--- src/rtl/aes_result_collector_pkg.sv ---
// AESDefinitions: shared AES state/result types and the collector FSM state enum.
package AESDefinitions;
    localparam int AES_STATE_SIZE = 128;
    typedef logic [AES_STATE_SIZE-1:0] state_t;
    typedef struct packed {
        state_t     encrypt;
        state_t     plain;
        logic [3:0] encryptValid;
        logic [3:0] plainVlaid;
    } outputResult_t;
    typedef enum logic [1:0] {COL_RUN, COL_DRAIN, COL_DONE} collector_state_e;
endpackage

--- src/rtl/aes_result_collector_fifo.sv ---
// aes_result_fifo: in-order synchronous FIFO of outputResult_t records; a push into a full FIFO is taken only alongside a pop.
module aes_result_fifo
    import AESDefinitions::*;
#(
    parameter int DEPTH = 8
) (
    input  logic                       clock,
    input  logic                       reset,
    input  logic                       push_i,
    input  logic                       pop_i,
    input  outputResult_t              data_i,
    output outputResult_t              data_o,
    output logic                       full_o,
    output logic                       empty_o,
    output logic [$clog2(DEPTH):0]     count_o
);
    localparam int AW = $clog2(DEPTH);
    localparam int CW = AW + 1;
    outputResult_t mem_q [DEPTH];
    logic [AW-1:0] wr_ptr_q, wr_ptr_d, rd_ptr_q, rd_ptr_d;
    logic [CW-1:0] count_q, count_d;
    logic          do_push, do_pop;
    assign full_o   = count_q == CW'(DEPTH);
    assign empty_o  = count_q == '0;
    assign count_o  = count_q;
    assign do_pop   = pop_i && !empty_o;
    assign do_push  = push_i && (!full_o || do_pop);
    // Gate the head with empty so the output reads zero after reset without clearing storage.
    assign data_o   = empty_o ? '0 : mem_q[rd_ptr_q];
    always_comb begin
        wr_ptr_d = do_push ? wr_ptr_q + AW'(1) : wr_ptr_q;
        rd_ptr_d = do_pop ? rd_ptr_q + AW'(1) : rd_ptr_q;
        count_d  = count_q + CW'(do_push) - CW'(do_pop);
    end
    always_ff @(posedge clock) begin
        if (!reset) begin
            wr_ptr_q <= '0;
            rd_ptr_q <= '0;
            count_q  <= '0;
        end else begin
            wr_ptr_q <= wr_ptr_d;
            rd_ptr_q <= rd_ptr_d;
            count_q  <= count_d;
        end
    end
    always_ff @(posedge clock) begin
        if (reset && do_push) mem_q[wr_ptr_q] <= data_i;
    end
endmodule

--- src/rtl/aes_result_collector.sv ---
// aes_result_collector: packs encoder/decoder captures into a result FIFO and signals end-of-message drain.
// Optional drop counter enabled by defining RESULT_DROP_COUNT_EN.
module aes_result_collector
    import AESDefinitions::*;
#(
    parameter int DEPTH        = 8,
    parameter int QUIET_CYCLES = 12
) (
    input  logic                   clock,
    input  logic                   reset,
    input  state_t                 encryptIn,
    input  logic                   encryptValidIn,
    input  state_t                 plainIn,
    input  logic                   plainValidIn,
    input  logic                   drain,
    output outputResult_t          resultOut,
    output logic                   resultValid,
    input  logic                   resultReady,
    output logic [$clog2(DEPTH):0] count,
    output logic                   drained,
    output logic [15:0]            dropCount
);
    localparam int QW = $clog2(QUIET_CYCLES + 1);
    collector_state_e state_q, state_d;
    logic [QW-1:0]    quiet_q, quiet_d;
    logic             capture, pop, push, full, empty;
    outputResult_t    record;
    assign capture = encryptValidIn | plainValidIn;
    assign pop     = resultValid & resultReady;
    assign push    = capture && state_q != COL_DONE && (!full || pop);
    always_comb begin
        record.encrypt      = encryptValidIn ? encryptIn : '0;
        record.plain        = plainValidIn ? plainIn : '0;
        record.encryptValid = {4{encryptValidIn}};
        record.plainVlaid   = {4{plainValidIn}};
    end
    aes_result_fifo #(.DEPTH(DEPTH)) u_fifo (
        .clock   (clock),
        .reset   (reset),
        .push_i  (push),
        .pop_i   (pop),
        .data_i  (record),
        .data_o  (resultOut),
        .full_o  (full),
        .empty_o (empty),
        .count_o (count)
    );
    assign resultValid = !empty;
    assign drained     = state_q == COL_DONE;
    always_comb begin
        state_d = state_q;
        quiet_d = quiet_q;
        case (state_q)
            COL_RUN: begin
                if (drain) begin
                    state_d = COL_DRAIN;
                    quiet_d = '0;
                end
            end
            COL_DRAIN: begin
                if (quiet_q == QW'(QUIET_CYCLES) && count == '0) state_d = COL_DONE;
                quiet_d = capture ? '0 : (quiet_q == QW'(QUIET_CYCLES) ? quiet_q : quiet_q + QW'(1));
            end
            COL_DONE: ;
            default: state_d = COL_RUN;
        endcase
    end
    always_ff @(posedge clock) begin
        if (!reset) begin
            state_q <= COL_RUN;
            quiet_q <= '0;
        end else begin
            state_q <= state_d;
            quiet_q <= quiet_d;
        end
    end
`ifdef RESULT_DROP_COUNT_EN
    logic        drop;
    logic [15:0] drop_q, drop_d;
    assign drop      = capture && !push;
    assign drop_d    = (drop && drop_q != 16'hFFFF) ? drop_q + 16'd1 : drop_q;
    assign dropCount = drop_q;
    always_ff @(posedge clock) begin
        if (!reset) drop_q <= '0;
        else drop_q <= drop_d;
    end
`else
    assign dropCount = 16'h0000;
`endif
endmodule

--- config.mk ---
export PLATFORM = sky130hd
export DESIGN_NAME = aes_result_collector
export DESIGN_NICKNAME = d
export VERILOG_FILES = /design/src/rtl/aes_result_collector_pkg.sv /design/src/rtl/aes_result_collector_fifo.sv /design/src/rtl/aes_result_collector.sv
export SDC_FILE = /design/constraint.sdc
export NUM_CORES = 2
export LEC_CHECK = 0
export ABC_AREA = 0
export CAP_MARGIN = 0
export CORE_MARGIN = 3
export CORE_UTILIZATION = 40
export CTS_CLUSTER_DIAMETER = 80
export DETAILED_ROUTE_END_ITERATION = 12
export SLEW_MARGIN = 10
export SYNTH_ARGS = -nofsm -noshare
export SYNTH_HDL_FRONTEND = slang
export SYNTH_SLANG_ARGS = --single-unit
--- constraint.sdc ---
create_clock -name clock -period 31.7 [get_ports clock]
set_input_delay 3.17 -clock clock [delete_from_list [all_inputs] [get_ports clock]]
set_output_delay 3.17 -clock clock [all_outputs]
set_load 0.01 [all_outputs]
==> key figures <==
Timing
  • WHS: 0.491 ns
  • Final Skew: 0.0392 ns
  • Highest Clock Rate: between 100 and 150 MHz
  • Fin crit share: 27.9%
  • Setup TNS: 0 ns
  • RSZ-0062 raised after global routing: false
  • Max-slew headroom: 18.0%
  • Finish-stage setup viols: 0
  • Final Hold Vio Count: 0
  • Worst slew pin tran: 1.23 ns
  • Max-slew violations: 0
  • Tmin final: 8.84 ns

Clock network
  • Worst-path clk slew: around 0.060 ns
  • H-tree levels: 4
  • Clock sink count: between 2000 and 2500
  • Post-CTS Resized: 0
  • Root Buffer: clkbuf_16
  • CTS Buf Count: 212
  • Hold Buf Count CTS: 0
  • Clock Tree Buf Depth: 3
  • TritonCTS clock tree: yes
  • Worst skew pair latency: approximately 0.85 ns
  • Post-CTS setup buffer count: 0

Run status
  • Outcome: complete, no violations

Setup path
  • Startpoint Class: flip-flop
  • WP data required: approximately 29 ns
  • CP max FO: 104
  • R2R setup slack: about 27 ns
  • Critical path arrival: about 5.7 ns
  • Worst r2r src: u_fifo.count_o[2]
  • R2R Path End: u_fifo.mem_q[3][141]
  • Worst Reg-to-Reg Cells: 8
  • Critical path endpoint category: primary output
  • Critical path type: flip-flop to primary output

Floorplanning
  • Die width: 453 µm
  • Site Rows: 163
  • Die ar.: 0.205 mm²
  • Height of the chip: 453 µm
  • IO Count: 548
  • Core ar.: 0.198 mm²
  • Initial Util: 40.3%

Pwr
  • Pwr dens: 77.5 mW/mm²
  • Worst VDD drop: 0.0000837 V
  • Leakage: 29.9 nW

Detailed routing
  • # DRC: 0
  • Via/cell ratio: 5.37
  • Initial DRT Pass Iterations: 5
  • Antenna Nets Post-Route: 0
  • Number of DRC markers in iteration 0: about 2800
  • DRT Wirelength: about 180000 µm
  • Via count: 36900
  • WL/cell: 26.9 µm

Synth
  • Synth cell types: 47
  • Synth async-reset ratio: 0%
  • Post-synth EDFFs: 2064
  • Post-synthesis sequential area ratio: around four fifths
  • Yosys reg bits: about 2100
  • Primary FF master, synth: edfxtp_1
  • Mapped Cells: 3435
  • Synthesized area: 0.0797 mm²
  • YS warnings: 0
  • Syn Area/Cell: 23.2 µm²

Global routing
  • Grt ovf: 0
  • Pin count of the biggest net entering global routing: 148
  • Vias in the first global route: slightly below 40000
  • Initial antenna violation count: 28
  • GR Util All Layers: 17.9%
  • First-pass GRT wire length: 269000 µm

Cells and area
  • Nets: 4309
  • Area grow syn2layout: 18.7%
  • Share of layout cells above drive strength 1: 21.2%

Placement
  • Final GP Congestion: 0.740
  • DP Wirelength: 97500 µm
  • # port buffers: 531

Hold path
  • Hold worst-path end: u_fifo.rd_ptr_q[2]
  • Worst hold path type: flip-flop to flip-flop
  • HP Start: u_fifo.rd_ptr_q[2]
  • Hold depth: 2

Job
  • Max-Cap Viols: 0
cells in the mapped netlist, types with 6 or more instances:
library cell | instances | area (µm²)
edfxtp_1 | 2064 | 62000
mux4_2 | 516 | 11600
a22o_1 | 258 | 2260
and2_1 | 257 | 1610
clkbuf_1 | 98 | 368
buf_2 | 60 | 300
buf_6 | 31 | 349
buf_4 | 23 | 173
dfxtp_1 | 19 | 380
inv_1 | 13 | 48.8
buf_1 | 12 | 45.0
ha_1 | 10 | 125
nand2_1 | 10 | 37.5
nand2b_1 | 6 | 37.5
layer usage:
| metal | wire [µm] | track usage, % | vias to the layer above |
|---|---|---|---|
| met3 | 11200 | 4.34 | 299 |
| met4 | 5520 | 5.80 | 16 |
| li1 | - | - | 15800 |
| met5 | 104 | 0 | - |
| met1 | 74900 | 23.1 | 19800 |
| met2 | 92700 | 29.7 | 1004 |
layout by cell type (no fill, tap or decap), drive strengths merged, types with 6 or more instances in the layout:
cell,count
a22o,258
and2,258
buf,67
bufinv,15
clkbuf,265
clkdlybuf4s50,529
clkinv,95
conb,16
dfxtp,19
diode,16
edfxtp,2064
ha,10
inv,23
mux4,516
nand2,10
nand2b,6
kinds of logic (layout without fill, tap and decap cells):
| logic type | Yosys count | after routing | share of synthesized area (%) |
|---|---|---|---|
| multiplexers | 521 | 521 | 14.6 |
| other | 1 | 32 | 0.00470 |
| AO/OA/AOI/OAI | 279 | 279 | 3.03 |
| flip-flops | 2083 | 2083 | 78.2 |
| buffers and inverters | 239 | 998 | 1.62 |
| AND/OR/NAND/NOR | 300 | 300 | 2.32 |
| XOR/XNOR | 1 | 1 | 0.0110 |
| adder cells (fa/ha/maj) | 11 | 11 | 0.182 |
worst max path at each step:
stage / slack (ns) / end / from / cells past startpoint
after floorplan: 2.42 / u_fifo.mem_q[0][100] / reset / 3
final: 22.86 / resultOut[119] / flip-flop / 6
after global routing: 22.24 / resultOut[120] / flip-flop / 6
after global placement: 23.51 / resultOut[106] / flip-flop / 6
after CTS: 22.55 / resultOut[98] / flip-flop / 6
after detailed placement: 23.52 / resultOut[98] / flip-flop / 6
worst max-delay path, cell delays in order, from the launching register on:
cell and delay [ns]:
dfxtp_4 0.90, buf_4 0.80, buf_4 0.83, buf_12 0.66, mux4_2 0.60, a22o_1 0.24, clkdlybuf4s50_1 0.53
final cells by class:
type                    count  area, µm²
flip-flops and latches   2083      62400
multi-input cells        1128      16200
fillers                 16100     103000
repair buffers            596       5940
well taps                2640       3300
diodes                     16       40.0
clock buffers             265       5550
clock inverters           122       1220
inverters                  15       56.3
where the power goes:
| group | total, mW | switching (mW) | internal (mW) |
|---|---|---|---|
| clock | 2.41 | 1.04 | 1.37 |
| sequential | 3.25 | 0.0470 | 3.21 |
| combinational | 1.68 | 0.857 | 0.822 |
| total | 7.34 | 1.94 | 5.40 |
registers in the layout (all words and copies together) (netlist names), named ones only:
register         count
u_fifo.mem_q      2064
quiet_q              4
u_fifo.count_o       4
u_fifo.rd_ptr_q      3
u_fifo.wr_ptr_q      3
state_q              2
through the flow:
step                worst slack (ns)  power, mW  std cells  util (%)  area (µm²)
finish                         22.86       7.34       6865      47.9       94700
global route                   22.24       7.63       6856      47.8       94700
CTS                            22.55       7.45       6849      47.8       94600
detailed placement             23.52       5.03       6462      44.4       87900
global placement               23.51       5.02       6462      44.4       87900
floorplan                       2.42       4.37       3450         -       79800
Note: power is estimated with default switching activity, not from simulation.
